`config.mk`:
```
export PLATFORM = sky130hd
export DESIGN_NAME = mac_sequencer
export DESIGN_NICKNAME = d
export VERILOG_FILES = /design/src/rtl/mac_sequencer.sv
export SDC_FILE = /design/constraint.sdc
export NUM_CORES = 1
export LEC_CHECK = 0
export BUFFER_PORTS_ARGS = -buffer_cell sky130_fd_sc_hd__buf_2
export CAP_MARGIN = 20
export CORE_MARGIN = 2
export CORE_UTILIZATION = 40
export CTS_CLUSTER_SIZE = 12
export DETAILED_ROUTE_END_ITERATION = 6
export PLACE_DENSITY_LB_ADDON = 0.15
export SYNTH_ARGS = -nofsm -noshare
export SYNTH_HDL_FRONTEND = slang
export SYNTH_SLANG_ARGS = --single-unit
export TNS_END_PERCENT = 50
```
`constraint.sdc`:
```
create_clock -name clk_i -period 6.1 [get_ports clk_i]
set_input_delay 0.305 -clock clk_i [delete_from_list [all_inputs] [get_ports clk_i]]
set_output_delay 0.305 -clock clk_i [all_outputs]
set_load 0.05 [all_outputs]
```
`src/rtl/mac_sequencer.sv`:
```
// rtl/mac_sequencer.sv - signed multiply-accumulate dot-product sequencer
//
// Purpose: computes result = bias + sum(value*mult) over len operand pairs.
// The product is the full 2*N-bit signed product, and the sum wraps modulo
// 2**(2*N). A length of zero presents the bias directly.
//
// Ports:
//   clk_i        clock; all state updates on the rising edge
//   rst_ni       synchronous active-low reset
//   start_i      start a new dot product (honoured only in IDLE)
//   len_i        number of operand pairs, sampled with start_i
//   bias_i       signed accumulator initial value, sampled with start_i
//   busy_o       high in every state except IDLE
//   in_valid_i   operand pair valid
//   in_ready_o   operand pair accepted this cycle (ACCUM only)
//   value_i      signed activation operand
//   mult_i       signed weight operand
//   out_valid_o  result_o holds a completed dot product
//   out_ready_i  downstream accepts result_o
//   result_o     signed result; reads 0 while out_valid_o is low
module mac_sequencer #(
  parameter int N     = 8,
  parameter int LEN_W = 8
) (
  input  logic             clk_i,
  input  logic             rst_ni,
  input  logic             start_i,
  input  logic [LEN_W-1:0] len_i,
  input  logic [2*N-1:0]   bias_i,
  output logic             busy_o,
  input  logic             in_valid_i,
  output logic             in_ready_o,
  input  logic [N-1:0]     value_i,
  input  logic [N-1:0]     mult_i,
  output logic             out_valid_o,
  input  logic             out_ready_i,
  output logic [2*N-1:0]   result_o
);

  localparam logic [1:0] S_IDLE  = 2'd0;
  localparam logic [1:0] S_ACCUM = 2'd1;
  localparam logic [1:0] S_DONE  = 2'd2;

  logic [1:0]       state_q;
  logic [2*N-1:0]   acc_q;
  logic [LEN_W-1:0] cnt_q;
  logic [LEN_W-1:0] len_q;

  logic             beat;
  logic [LEN_W-1:0] cnt_next;
  logic [2*N-1:0]   value_ext;
  logic [2*N-1:0]   mult_ext;
  logic [2*N-1:0]   prod;

  // Sign-extending both operands to 2*N bits before multiplying gives
  // the exact signed product in the low 2*N bits of the result.
  assign value_ext = {{N{value_i[N-1]}}, value_i};
  assign mult_ext  = {{N{mult_i[N-1]}}, mult_i};
  assign prod      = value_ext * mult_ext;

  assign beat     = in_valid_i && in_ready_o;
  // The counter tops out at len_q, so it never needs to wrap, even when
  // the length is 2**LEN_W-1.
  assign cnt_next = cnt_q + 1'b1;

  assign busy_o      = (state_q != S_IDLE);
  assign in_ready_o  = (state_q == S_ACCUM);
  assign out_valid_o = (state_q == S_DONE);
  assign result_o    = out_valid_o ? acc_q : '0;

  always_ff @(posedge clk_i) begin
    if (!rst_ni) begin
      state_q <= S_IDLE;
      acc_q   <= '0;
      cnt_q   <= '0;
      len_q   <= '0;
    end else begin
      case (state_q)
        S_IDLE: begin
          if (start_i) begin
            acc_q <= bias_i;
            cnt_q <= '0;
            len_q <= len_i;
            state_q <= (len_i == '0) ? S_DONE : S_ACCUM;
          end
        end
        S_ACCUM: begin
          if (beat) begin
            acc_q <= acc_q + prod;
            cnt_q <= cnt_next;
            if (cnt_next == len_q) begin
              state_q <= S_DONE;
            end
          end
        end
        S_DONE: begin
          if (out_ready_i) begin
            state_q <= S_IDLE;
          end
        end
        default: state_q <= S_IDLE;
      endcase
    end
  end

endmodule

```
**Word level (Yosys, flattened, before mapping)**

Index checks and enable logic that the tools add are counted.
W data, S select, Z words.

- Add/sub/neg operators: 2
- Multiply operators: 1
- Equal/unequal tests: 7
- Mux-type cells: 13
- Reductions and logical operators: 8

Operators by type and width:

| operator | count |
|---|---|
| $mux W16 | 3 |
| $pmux W16 S2 | 1 |
| $add A16 B16 Y16 | 1 |
| $mul A8 B8 Y16 | 1 |
| $mux W8 | 2 |
| $pmux W8 S2 | 1 |
| $mux W2 | 5 |
| $add A8 B1 Y8 const B | 1 |
| $eq A8 B8 Y1 | 1 |
| $logic_not A8 Y1 | 1 |
| $ne A2 B1 Y1 const B | 3 |
| $pmux W2 S3 | 1 |
| $reduce_and A4 Y1 | 1 |
| $reduce_bool A2 Y1 | 2 |
| $reduce_and A3 Y1 | 1 |
| $eq A2 B1 Y1 const B | 1 |
| $eq A2 B2 Y1 const B | 1 |
| $logic_not A2 Y1 | 1 |
| $ne A2 B2 Y1 const B | 1 |
| $reduce_and A2 Y1 | 1 |
| $logic_and A1 B1 Y1 | 1 |

- Register bits after elaboration: 34
- Input port bits: 45

**Logic depth before layout (Yosys ltp)**

Gate-level depths: netlist of the first run.

- Depth in word-level cells: 5
- Depth in mapped cells: 18
- Depth with buffers taken out: 18

**Worst setup path after synthesis of the first run**

No wires, ideal clock.

- Path type: input to register
- Start point: in mult_i[0]
- End point: reg acc_q[15]
- Setup time: 0.095 ns
- Arrival time: 4.592 ns
- Required time: 6.005 ns
- Setup slack: 1.412 ns
- Cell stages on the path: 15
- Path through: and2_1 -> inv_1 -> fa_1 -> inv_1 -> fa_1 -> fa_1 -> fa_1 -> fa_1 -> ha_1 -> o21ai_0 -> o21bai_1 -> o32ai_2 -> a21oi_1 -> or3_1 -> o311ai_1

- Longest elaborated chain between the ends: 4

RTL lines:

| element | line | source |
|---|---|---|
| start, declared | 34 | `input logic [N-1:0] mult_i,` |
| $mul A8 B8 Y16 | 59 | `assign prod = value_ext * mult_ext;` |
| $add A16 B16 Y16 | 89 | `acc_q <= acc_q + prod;` |
| $mux W16 | 88 | `if (beat) begin` |
| $pmux W16 S2 | 78 | `case (state_q)` |
| end signal, assigned | 81 | `acc_q <= bias_i;` |
| end signal, assigned | 89 |  |
| end, declared | 45 | `logic [2*N-1:0] acc_q;` |

Every way passes these cells. The select of a mux whose other input is x is not followed.
A chain may end at the register's enable or synchronous reset.

**Final worst setup path of the first run**

Same ends and word-level chain as after synthesis.

==> metrics.txt, run 1 <==
CP max stage cell=fa_1; clock-pin slew on the worst setup and hold paths=60 ps; critical path peak fanout=9; most frequent CP cell=fa_1; global-route wire length before repair=18,960 um; Max-Cap Viols=0; Final ANT Viol Nets=0; initial antenna violation count=0; fmax=202.4 MHz; mapped cell area=4664 sq um; CTS tree=built; ant diodes=0; flip-flop and latch count after synthesis=34; Post-synth EDFFs=0; Critical Path AT=5100 ps; Layout Area Growth over Synthesis=13.22%; FFs w/ async S/R, synth=0%; Static Leak=2.596 nW; Mapped Cells=525; post-synthesis xor/xnor area fraction=5.070%; WHS=286.0 ps; I/O pin total=64; hpwl dp=8957 um; share of cells above drive strength 1=13.70%; Startpoint Class=input pin; Slew @ Worst Pin=1004 ps; Layout Skew=5.963 ps; Die ar.=12,540 sq um; routed wire length=10,760 um; crit path capture type=register; Final Setup Violations=0; vias in the first global route=3,972; number of fill cells=1,177; post-synthesis mux area share=2.146%; Sinks on Clock Net=34; port bufs=63; post-synthesis sequential area ratio=14.59%; CP peak stage delay=590 ps; Initial Util=40.85%; DR iter-0 viols=138; final hold viol count=0; maximum vdd drop=262.4 uV; clk_lat worst skew=280 ps; PwrDens=431.9 nW/um^2; die boundary width=112.0 um; area post-placement=5115 sq um; clock period minus worst slack=4940 ps; Worst Path Required=6260 ps; WL/cell=14.80 um; DRC Markers=0; Yosys cell types=49; CTS resizes=0; outcome=completed; setup TNS=0 ps; Vias=3,724; Synth Area in Simple Gates=19.72%; Final Util=46.25%; syn avg cell area=8.885 sq um; H-Tree Depth=2; Final Cell Area=5281 sq um; total grt overflow=0; Post-Synth Adder-Cell Area=40.67%; CTS max path bufs=2; core outline area=11,420 sq um; Final period util=80.98%; Die H=112.0 um; first drt pass iteration count=4; Global Route Usage Sum=18.42%; cell family with most CP delay=adder cells; main combinational cell family by area after synthesis=adder cells; Setup Buffers After CTS=0; critical path type=in2reg; pin count of the biggest net entering global routing=30; clk root buf=clkbuf_16; syn_nets=679; Vias per Instance=5.122; worst hold path class=in2reg; top_reg_cell synth=dfxtp_1; warnings from Yosys=0; final net count=737; Synth Area in Compound Gates=10.60%; RSZ-0062 raised after global routing=no; gp weighted congestion=0.8232; CTS buffer count=5; row cnt=39; Buf+Inv Stages, Crit Path=3; Slew Viols, Final=0; CTS Hold Bufs=0; Rel. slew slack=33.06%; critical path cell sequence=buf_2 -> and2_1 -> inv_1 -> fa_1 -> inv_1 -> fa_1 -> fa_1 -> fa_1 -> fa_1 -> ha_1 -> o21ai_0 -> o21bai_1 -> o32ai_2 -> a21oi_1 -> or3_1 -> o311ai_1
## synthesized netlist by cell type, drive strengths merged, types with 2 or more instances
| cell type | instances | share of area, % |
|---|---|---|
| nand4 | 3 | 0.40 |
| o21ai | 14 | 1.5 |
| or3 | 4 | 0.54 |
| clkbuf | 7 | 0.56 |
| a21oi | 20 | 2.1 |
| buf | 7 | 0.70 |
| a21o | 5 | 0.80 |
| a311oi | 8 | 1.5 |
| o21a | 2 | 0.32 |
| nand3b | 2 | 0.32 |
| nand2b | 4 | 0.54 |
| or2 | 2 | 0.27 |
| nor4 | 4 | 0.54 |
| nand3 | 5 | 0.54 |
| xnor2 | 20 | 3.8 |
| o211ai | 2 | 0.32 |
| mux2i | 10 | 2.1 |
| nor2 | 40 | 3.7 |
| nand2 | 60 | 4.8 |
| and3 | 3 | 0.40 |
| dfxtp | 34 | 15 |
| xor2 | 7 | 1.3 |
| nor3 | 4 | 0.43 |
| o32ai | 2 | 0.54 |
| a31oi | 3 | 0.40 |
| a22oi | 2 | 0.32 |
| ha | 38 | 10 |
| inv | 73 | 5.9 |
| and2 | 50 | 6.7 |
| a211oi | 5 | 0.91 |
| fa | 71 | 30 |
| o21bai | 4 | 0.64 |
## path summary, 6_finish.rpt
kind	startpoint	to	slack, ps	cells after the start
max	mult_i[0]	acc_q[15]	1160	16
min	bias_i[1]	acc_q[1]	290	3
max reg2reg	acc_q[6]	acc_q[15]	1450	16
min reg2reg	cnt_q[7]	cnt_q[7]	500	2
## registers in the layout, summed over array words and instances, names as in the netlist
signal   cells
acc_q       16
cnt_q        8
len_q        8
state_q      2
## metrics by stage
step	worst slack, ps	instances	total power [mW]
5_1_grt	821.8	727	2.579
3_5_place_dp	859.9	719	2.019
4_1_cts	1130	727	2.318
2_1_floorplan	1412	525	1.649
6_report	1160	727	2.281
3_3_place_gp	945.6	719	1.999
## per-layer routing
metal  vias to the layer above  global-route usage, %  part of all wire (%)
met5                         -                      0                     0
met2                        72                  31.35                    49
met1                      1832                  25.22                    47
met3                         9                  2.559                   3.4
met4                         0                  3.984                   1.4
li1                       1811                      -                     -
## final cells by class
cell class / instances / area, sq um / area share, %
tap: 143 / 178.9 / 3.388
multi-input combinational: 403 / 3647 / 69.06
sequential: 34 / 680.7 / 12.89
clock buffer: 8 / 166.4 / 3.151
inverter: 74 / 277.8 / 5.259
timing repair buffer: 65 / 330.3 / 6.254
## layout by cell type, fill, tap and decap left out, drive strengths merged, types with 7 or more instances in the layout
master	n
a21oi	20
a311oi	8
and2	50
buf	65
clkbuf	8
dfxtp	34
fa	71
ha	38
inv	73
mux2i	10
nand2	60
nor2	40
o21ai	14
xnor2	20
xor2	7
## report_power, final
part / leakage, nW / switching [mW] / total (mW) / internal, mW
logic: 2.23 / 0.956 / 1.71 / 0.756
registers: 0.280 / 0.0380 / 0.292 / 0.254
clock network: 0.0832 / 0.0930 / 0.278 / 0.185
total: 2.60 / 1.09 / 2.28 / 1.19
## worst register-to-register path, stage by stage, from the launching register on
cell,delay (ps)
dfxtp_1,400
inv_1,80
fa_1,530
inv_1,50
fa_1,490
inv_1,50
fa_1,480
inv_1,60
fa_1,470
ha_1,300
ha_1,360
o21ai_0,240
o21bai_1,130
o32ai_2,330
a21oi_1,130
or3_1,350
o311ai_1,90
## kinds of logic (layout without fill, tap and decap cells)
logic type               Yosys count  count (layout)
AO/OA/AOI/OAI                     73              73
XOR/XNOR                          27              27
adder cells (fa/ha/maj)          109             109
buffers and inverters             88             147
flip-flops                        34              34
multiplexers                      10              10
AND/OR/NAND/NOR                  184             184
No activity file was read; power rests on OpenSTA's default activity.
==> run 2: changes to the inputs <==
Clock period 6.1 ns to 4 ns, I/O delays scaled along.
==> run 2 against run 1 <==
  * The flow now finishes with violations (negative setup slack)
  * Power grew 100%
  * Die area is the same
  * Count of clock-buffer cells in the layout shrank 2
  * Via count grew 7.3%
  * Critical path depth grew 1
  * Wire length grew 8.9%
  * Core utilization grew 6.2 points
  * Worst hold slack lost 120 ps
  * First-iteration DRC count grew 47%
  * Highest routed layer unchanged
==> metrics.txt, run 2 (synthesized netlist as in run 1, its figures left out) <==
Slew @ Worst Pin=1000 ps (-3.995 ps); Global Route Usage Sum=19.75% (+1.3 points); global-route wire length before repair=20,340 um (+7.3%); Hold Startpoint=len_i[7]; row cnt=39 (unchanged); outcome=complete, but fails checks; number of fill cells=1,107 (-5.9%); Layout Area Growth over Synthesis=28.33%; pin count of the biggest net entering global routing=30 (unchanged); failing checks=negative setup slack; DR iter-0 viols=203 (+47%); I/O pin total=64 (unchanged); port bufs=63 (unchanged); WL/cell=14.81 um (about the same); critical path type=reg2reg; Slew Viols, Final=0 (unchanged); clock period minus worst slack=4271 ps; worst hold path class=in2reg; clock-pin slew on the worst setup and hold paths=60 ps (about the same); Final ANT Viol Nets=0 (unchanged); Die H=112.0 um (unchanged); Critical Path AT=4390 ps (-710 ps); Max-Cap Viols=0 (unchanged); first drt pass iteration count=4 (unchanged); hpwl dp=9838 um (+9.8%); final net count=801 (+8.7%); ant diodes=0 (unchanged); die boundary width=112.0 um (unchanged); CTS tree=built; Die ar.=12,540 sq um (unchanged); gp weighted congestion=0.8133 (-1.2%); PwrDens=761.8 nW/um^2 (+76%); maximum vdd drop=614.1 uV (+130%); fmax=234.1 MHz; H-Tree Depth=2 (unchanged); share of cells above drive strength 1=27.62% (+14 points); Rel. slew slack=33.26% (+0.19 points); Initial Util=40.85% (unchanged); Static Leak=2.932 nW (+13%); CTS buffer count=5 (unchanged); total grt overflow=0 (unchanged); RSZ-0062 raised after global routing=yes; most flop-heavy register=acc_q; critical path peak fanout=2 (-7); Worst Path Required=4120 ps (-2140 ps); Sinks on Clock Net=34 (unchanged); setup TNS=-1530 ps (-1530 ps); core outline area=11,420 sq um (unchanged); vias in the first global route=4,140 (+4.2%); Critical R2R Launch=acc_q[6]; clk root buf=clkbuf_16; Final Setup Violations=8 (+8); Layout Skew=5.987 ps (+0.02412 ps); initial antenna violation count=0 (unchanged); CTS max path bufs=2 (unchanged); setup ws final=-271.2 ps (-1432 ps); crit path capture type=register; DRC Markers=0 (unchanged); Startpoint Class=register; Vias=3,994 (+7.3%); Worst setup startpoint=acc_q[6]; Power Total=4.560 mW (+100%); Vias per Instance=5.049 (-1.4%); routed wire length=11,720 um (+8.9%); commonest cells after routing, fill and taps aside=inv_1 (68), fa_1 (68), buf_4 (65); Final period util=106.8%; final hold viol count=0 (unchanged); Top Registers=acc_q x16, cnt_q x8, len_q x8; CTS Hold Bufs=0 (unchanged); WHS=170.4 ps (-115.6 ps); max FFs per register=16 (unchanged); clk_lat worst skew=280 ps (about the same)
-- run 2: cell count changes in the layout (fill, tap and decap cells not counted), sizes merged --
cell / previous run / this run
buf: 65 / 129
clkinvlp: 0 / 1
clkinv: 1 / 2
clkbuf: 8 / 6
-- run 2: stage by stage --
step	std cells	setup WS [ps]	cell area, sq um	util [%]
4_1_cts	790	-294.3	5904	51.71
3_3_place_gp	779	-466.5	5619	49.21
3_5_place_dp	779	-547.6	5619	49.21
5_1_grt	791	-414.1	5986	52.42
6_report	791	-271.2	5986	52.42
2_1_floorplan	525	-246.9	4728	-
-- run 2: worst max-delay path, cell delays in order, from the launching register on --
cell and delay [ps]:
dfxtp_2 340, inv_2 40, fa_1 470, inv_1 50, fa_1 510, inv_2 40, fa_2 520, inv_2 40
fa_2 380, fa_1 550, ha_4 220, o21ai_4 80, o21bai_4 100, o32ai_4 320, buf_6 160, o21bai_4 50
o21bai_1 160, o32ai_2 90
-- run 2: path summary, 6_finish.rpt --
| path | to | slack, ps | cells after the start |
|---|---|---|---|
| min reg2reg | cnt_q[7] | 510 | 2 |
| min | len_q[7] | 170 | 3 |
| max | acc_q[13] | -270 | 17 |
| max reg2reg | acc_q[13] | -270 | 17 |
-- run 2: repair_timing --
| action | 4_1_cts | 5_1_grt |
|---|---|---|
| setup endpoints to repair | 8 | 8 |
| cloned | 0 | 0 |
| endpoints found under the hold margin | 0 | 0 |
| pin swaps | 29 | 13 |
| buffers inserted | 3 | 1 |
| resized for setup | 24 | 11 |
-- run 2: routing by layer --
metal,vias to the layer above,track usage [%],part of all wire (%)
li1,1934,-,-
met1,1966,27.00,45
met2,79,33.98,51
met3,15,2.341,2.9
met4,0,4.146,1.7
met5,-,0,0
-- run 2: final cells by class --
class	count	area [sq um]	share of cell area, %
timing repair buffer	129	814.5	13.61
tap	143	178.9	2.989
clock buffer	6	138.9	2.320
sequential	34	683.2	11.41
clock inverter	2	12.51	0.2090
inverter	74	279.0	4.661
multi-input combinational	403	3879	64.80
-- run 2: power breakdown --
group | total (mW) | internal (mW) | switching [mW]
sequential | 0.433 | 0.387 | 0.0454
combinational | 3.73 | 1.82 | 1.91
clock | 0.400 | 0.247 | 0.153
total | 4.56 | 2.45 | 2.11
